## config.mk

```make
export PLATFORM = sky130hd
export DESIGN_NAME = mem_arbiter_rr
export DESIGN_NICKNAME = d
export VERILOG_FILES = /design/src/rtl/cpu_types_pkg.sv /design/src/rtl/mem_arbiter_rr_pick.sv /design/src/rtl/mem_arbiter_rr.sv
export SDC_FILE = /design/constraint.sdc
export NUM_CORES = 1
export LEC_CHECK = 0
export ABC_AREA = 1
export CORE_AREA = 2 2 169 171
export DETAILED_ROUTE_END_ITERATION = 7
export DIE_AREA = 0 0 171 173
export PLACE_DENSITY_LB_ADDON = 0.12
export SLEW_MARGIN = 25
export SYNTH_ARGS = -nofsm -noshare
export SYNTH_HDL_FRONTEND = slang
export SYNTH_SLANG_ARGS = --single-unit
```

## constraint.sdc

```tcl
create_clock -name CLK -period 3.37 [get_ports CLK]
set_input_delay 0.674 -clock CLK [delete_from_list [all_inputs] [get_ports CLK]]
set_output_delay 0.674 -clock CLK [all_outputs]
set_load 0.005 [all_outputs]
```

## src/rtl/cpu_types_pkg.sv

```systemverilog
// cpu_types_pkg: shared RAM-side types plus the arbiter's grant kind and FSM state.
package cpu_types_pkg;
    typedef enum logic [1:0] {FREE, BUSY, ACCESS, ERROR} ramstate_t;
    typedef logic [31:0] word_t;
    typedef enum logic {DATA, INSTR} arb_kind_t;
    typedef enum logic {IDLE, XFER} arb_state_t;
endpackage

```

## src/rtl/mem_arbiter_rr_pick.sv

```systemverilog
// rr_pick: rotate-priority find-first; returns the first set req bit at or after ptr.
module rr_pick #(
    parameter int N = 2,
    localparam int IW = (N > 1) ? $clog2(N) : 1
) (
    input  logic [N-1:0]  req,
    input  logic [IW-1:0] ptr,
    output logic          valid,
    output logic [IW-1:0] idx
);
    always_comb begin
        valid = |req;
        idx = '0;
        // Walk offsets downward so the smallest offset from ptr is written last and wins.
        for (int k = N - 1; k >= 0; k--)
            if (req[(int'(ptr) + k) % N]) idx = IW'((int'(ptr) + k) % N);
    end
endmodule

```

## src/rtl/mem_arbiter_rr.sv

```systemverilog
// mem_arbiter_rr: N-CPU round-robin RAM arbiter with separate data/instruction pointers,
// grant locking, instruction starvation guard and RAM error hold.
module mem_arbiter_rr
    import cpu_types_pkg::*;
#(
    parameter int CPUS = 2,
    parameter int ADDR_W = 32,
    parameter int WORD_W = 32,
    parameter int MAX_DGRANTS = 4
) (
    input  logic                     CLK,
    input  logic                     nRST,
    input  logic [CPUS-1:0]          iREN,
    input  logic [CPUS*ADDR_W-1:0]   iaddr,
    output logic [CPUS-1:0]          iwait,
    output logic [CPUS*WORD_W-1:0]   iload,
    input  logic [CPUS-1:0]          dREN,
    input  logic [CPUS-1:0]          dWEN,
    input  logic [CPUS*ADDR_W-1:0]   daddr,
    input  logic [CPUS*WORD_W-1:0]   dstore,
    output logic [CPUS-1:0]          dwait,
    output logic [CPUS*WORD_W-1:0]   dload,
    output logic                     ramREN,
    output logic                     ramWEN,
    output logic [ADDR_W-1:0]        ramaddr,
    output logic [WORD_W-1:0]        ramstore,
    input  logic [WORD_W-1:0]        ramload,
    input  logic [1:0]               ramstate
);
    localparam int IW = (CPUS > 1) ? $clog2(CPUS) : 1;
    localparam int CW = $clog2(MAX_DGRANTS + 1);
    localparam logic [CW-1:0] DMAX = CW'(MAX_DGRANTS);

    arb_state_t state_q, state_d;
    arb_kind_t kind_q, kind_d;
    logic [IW-1:0] owner_q, owner_d, dptr_q, dptr_d, iptr_q, iptr_d, didx, iidx;
    logic [CW-1:0] dcount_q, dcount_d;
    logic [CPUS-1:0] dreq;
    logic dvalid, ivalid, any_i, forced, own_req, done;

    assign dreq = dREN | dWEN;
    assign any_i = |iREN;
    assign forced = (dcount_q == DMAX) && any_i;
    assign own_req = (kind_q == DATA) ? dreq[owner_q] : iREN[owner_q];
    assign done = (state_q == XFER) && own_req && (ramstate_t'(ramstate) == ACCESS);

    rr_pick #(.N(CPUS)) u_dpick (.req(dreq), .ptr(dptr_q), .valid(dvalid), .idx(didx));
    rr_pick #(.N(CPUS)) u_ipick (.req(iREN), .ptr(iptr_q), .valid(ivalid), .idx(iidx));

    always_ff @(posedge CLK or negedge nRST) begin
        if (!nRST) begin
            state_q <= IDLE;
            kind_q <= DATA;
            owner_q <= '0;
            dptr_q <= '0;
            iptr_q <= '0;
            dcount_q <= '0;
        end else begin
            state_q <= state_d;
            kind_q <= kind_d;
            owner_q <= owner_d;
            dptr_q <= dptr_d;
            iptr_q <= iptr_d;
            dcount_q <= dcount_d;
        end
    end

    always_comb begin
        state_d = state_q;
        kind_d = kind_q;
        owner_d = owner_q;
        dptr_d = dptr_q;
        iptr_d = iptr_q;
        if (state_q == IDLE) begin
            if (dvalid && !forced) begin
                state_d = XFER;
                kind_d = DATA;
                owner_d = didx;
            end else if (ivalid) begin
                state_d = XFER;
                kind_d = INSTR;
                owner_d = iidx;
            end
        end else if (!own_req || done) begin
            state_d = IDLE;
        end
        if (done && kind_q == DATA) dptr_d = IW'((int'(owner_q) + 1) % CPUS);
        if (done && kind_q == INSTR) iptr_d = IW'((int'(owner_q) + 1) % CPUS);
        dcount_d = !any_i ? '0 :
                   (done && kind_q == INSTR) ? '0 :
                   (done && dcount_q != DMAX) ? dcount_q + 1'b1 : dcount_q;
    end

    always_comb begin
        iwait = '1;
        dwait = '1;
        iload = '0;
        dload = '0;
        ramREN = 1'b0;
        ramWEN = 1'b0;
        ramaddr = '0;
        ramstore = '0;
        if (state_q == XFER && kind_q == DATA) begin
            ramaddr = daddr[owner_q*ADDR_W +: ADDR_W];
            ramWEN = dWEN[owner_q];
            ramREN = !dWEN[owner_q];
            ramstore = dWEN[owner_q] ? dstore[owner_q*WORD_W +: WORD_W] : '0;
            dwait[owner_q] = !done;
            dload[owner_q*WORD_W +: WORD_W] = (done && !dWEN[owner_q]) ? ramload : '0;
        end else if (state_q == XFER) begin
            ramREN = 1'b1;
            ramaddr = iaddr[owner_q*ADDR_W +: ADDR_W];
            iwait[owner_q] = !done;
            iload[owner_q*WORD_W +: WORD_W] = done ? ramload : '0;
        end
    end
endmodule
```

==> reports/results.txt <==
critical path arrival -> 2.56 ns
synth top area cells -> nand2_1 (24%), nor2_1 (21%), a21oi_1 (9.6%)
Worst Hold Launch -> dptr_q$_DFFE_PN0P_
mux cell area share after synthesis -> 0%
switching fraction of total power -> 48.2%
sequential power share -> 5.2%
r2r startpoint -> owner_q$_DFFE_PN0P_
first-pass GRT wire length -> 32300 um
vias per cell -> 3.86
Logic pwr share -> 89.0%
clock root cell -> clkbuf_16
placed insts -> 1352
Cell Rows -> 61
Worst-Skew Late Latency -> 0.23 ns
syn_nets -> 787
remaining global-route overflow -> 0
PortBufs -> 431
DRT Wirelength -> 23500 um
Avg WL per Cell -> 17.2 um
Layout area overhead -> 201%
clk_skew -> 0.00382 ns
Tot Pwr -> 3.54 mW
Final Hold Slack -> 0.475 ns
Setup WS post-layout -> 0.135 ns
synthesized flop and latch total -> 8
core region area -> 27600 um^2
DIE WIDTH -> 171 um
GR Util All Layers -> 14.3%
hold_buf cts -> 0
Hold WC Path Type -> reg2reg
Vias -> 5276
Worst Setup Start Kind -> primary input
post-synthesis sequential area ratio -> 7.51%
DPL Wire Length -> 19200 um
CTS Sinks -> 8
antenna violations before repair -> 1
adder-cell area share of the yosys netlist -> 0.939%
Switch Pwr -> 1.70 mW
syn avg cell area -> 4.84 um^2
CP Capture Type -> output port
status -> complete, no violations
Yosys top cell by area -> nand2_1
XOR/XNOR share of the synthesized area -> 0.329%
# fillers -> 3119
largest net degree at the start of global routing -> 47
total of warnings raised by yosys -> 0
slew margin rel. -> 66.6%
fraction of layout cells with a size suffix above 1 -> 7.58%
initial core utilization -> 9.65%
Final Hold Viols -> 0
DIE HEIGHT -> 173 um
CTS tree -> yes
DRC violations left -> 0
Compound-Gate Fraction of Synth Area -> 22.2%
synthesized cell area -> 2670 um^2
fin crit period -> 3.24 ns
Initial DRC Count -> 129
Int Pwr -> 1.83 mW
final worst-path cycle share -> 96.0%
P_leak -> 4.90 nW
non-filler cells, final -> 1368
vias in the first global route -> 5242
top cell type's share of synthesized area -> 24.2%
htree depth -> 1
I/O pins -> 432
origin of the worst setup path -> dWEN[1]
Clock power frac -> 5.8%
crit path kind -> in2out
Mapped Cells -> 551
Clock transition at path regs -> 0.04 ns
setup violators final -> 0
dpl ws -> -0.137 ns
Pre-antenna DRT Iters -> 4
combinational family with the most area after synthesis -> simple AND/OR/NAND/NOR gates
ANT nets after route -> 0
TritonCTS buffer count -> 3
Routability Congestion -> 0.749
PwrDens -> 441 nW/um^2
n_diodes -> 0
Max FO, Critical Path -> 6
Critical Path RT -> 2.70 ns
simple-gate portion of the synthesized area -> 53.5%
Slew @ Worst Pin -> 0.501 ns
# nets final -> 1227
Die ar. -> 29600 um^2
number of max-cap violations -> 0
count of different cell masters after synthesis -> 25
CTS max path bufs -> 2
max-slew violation count -> 0
fmax -> 0.309 GHz
Fin Setup TNS -> 0 ns
VDD IR max -> 244 uV
per-stage QoR:
stage               area [um^2]  utilization [%]
finish                     8020             29.0
global route               8020             29.0
CTS                        7650             27.7
detailed placement         7570             27.4
global placement           7570             27.4
floorplan                  2670                -
Yosys cell counts:
master    count
a21oi_1      51
a221o_1      15
a31oi_1       1
buf_2         6
buf_4         4
buf_6         6
clkbuf_1     27
dfrtp_1       8
ha_1          2
inv_1        46
inv_2         3
nand2_1     172
nand2_2       3
nand2_4       2
nand3_1       4
nand4_1       1
nor2_1      152
nor2_2        2
nor2_8        1
nor3_1       22
o211ai_1      1
o21ai_0       3
o221ai_1      1
o311ai_0     17
xor2_1        1
critical path, cell delays in order:
cell and delay (ns):
clkdlybuf4s50_1 0.50, nor2_1 0.08, nor2_1 0.12, inv_1 0.10, nor2_4 0.14, inv_2 0.10
buf_4 0.17, a21oi_1 0.16, clkdlybuf4s50_1 0.53
layer usage:
layer	GRT usage [%]	part of all wire, %	up-vias
met5	0	0.038	-
met4	0.883	0.54	2
met3	4.37	9.0	10
met2	29.2	54	271
met1	14.4	36	2356
li1	-	-	2637
registers in the layout, indices dropped and copies added, names as in the netlist:
| register | count |
|---|---|
| dcount_q | 3 |
| owner_q | 1 |
| kind_q | 1 |
| iptr_q | 1 |
| dptr_q | 1 |
| state_q | 1 |
worst paths after layout:
path | slack, ns | cells past startpoint | end
min reg2reg | 0.47 | 2 | dptr_q$_DFFE_PN0P_
min in group asynchronous | 0.73 | 1 | state_q$_DFF_PN0_
max reg2reg | 1.58 | 8 | dptr_q$_DFFE_PN0P_
max in group asynchronous | 2.34 | 1 | owner_q$_DFFE_PN0P_
max | 0.13 | 9 | ramstore[8]
min | 0.47 | 2 | dptr_q$_DFFE_PN0P_
power by group through the flow:
stage | registers [mW] | logic [mW] | clock network, mW
after floorplan | 0.156 | 1.30 | 0
after global placement | 0.191 | 3.20 | 0
after detailed placement | 0.187 | 3.17 | 0
after CTS | 0.187 | 3.21 | 0.207
after global routing | 0.191 | 3.43 | 0.216
final | 0.185 | 3.15 | 0.205
cell families (layout without fill, tap and decap cells):
group | Yosys count | count (layout)
AOI/OAI and AO/OA | 89 | 89
xor gates and xnor gates | 1 | 1
adders and majority gates | 2 | 2
buffers and inverters | 92 | 531
DFF | 8 | 8
and+or+nand+nor | 359 | 359
final cells by class:
type	count	area [um^2]	share of cell area (%)
Clock buffer	4	78.8	0.983
Inverter	49	189	2.36
Multi-Input combinational cell	451	2110	26.4
Sequential cell	8	201	2.51
Tap cell	378	473	5.90
Timing Repair Buffer	478	4960	61.9
timing repair:
action,in CTS,in global routing
setup buffers,3,8
gates resized for setup,53,112
pin swaps,0,1
cloned,0,1
endpoints found under the setup margin,150,100
cells in the final DEF, fill, tap and decap left out, drive strengths merged:
cell / n
dfrtp: 8
buf: 46
nand2: 177
nor2: 155
xor2: 1
a221o: 15
clkdlybuf4s15: 6
dlygate4sd2: 34
nand4: 1
nand3: 4
inv: 49
o311ai: 17
clkdlybuf4s50: 299
o211ai: 1
dlymetal6s2s: 90
o221ai: 1
a21oi: 51
a31oi: 1
nor3: 22
clkbuf: 7
o21ai: 3
ha: 2
No activity file was read; power rests on OpenSTA's default activity.
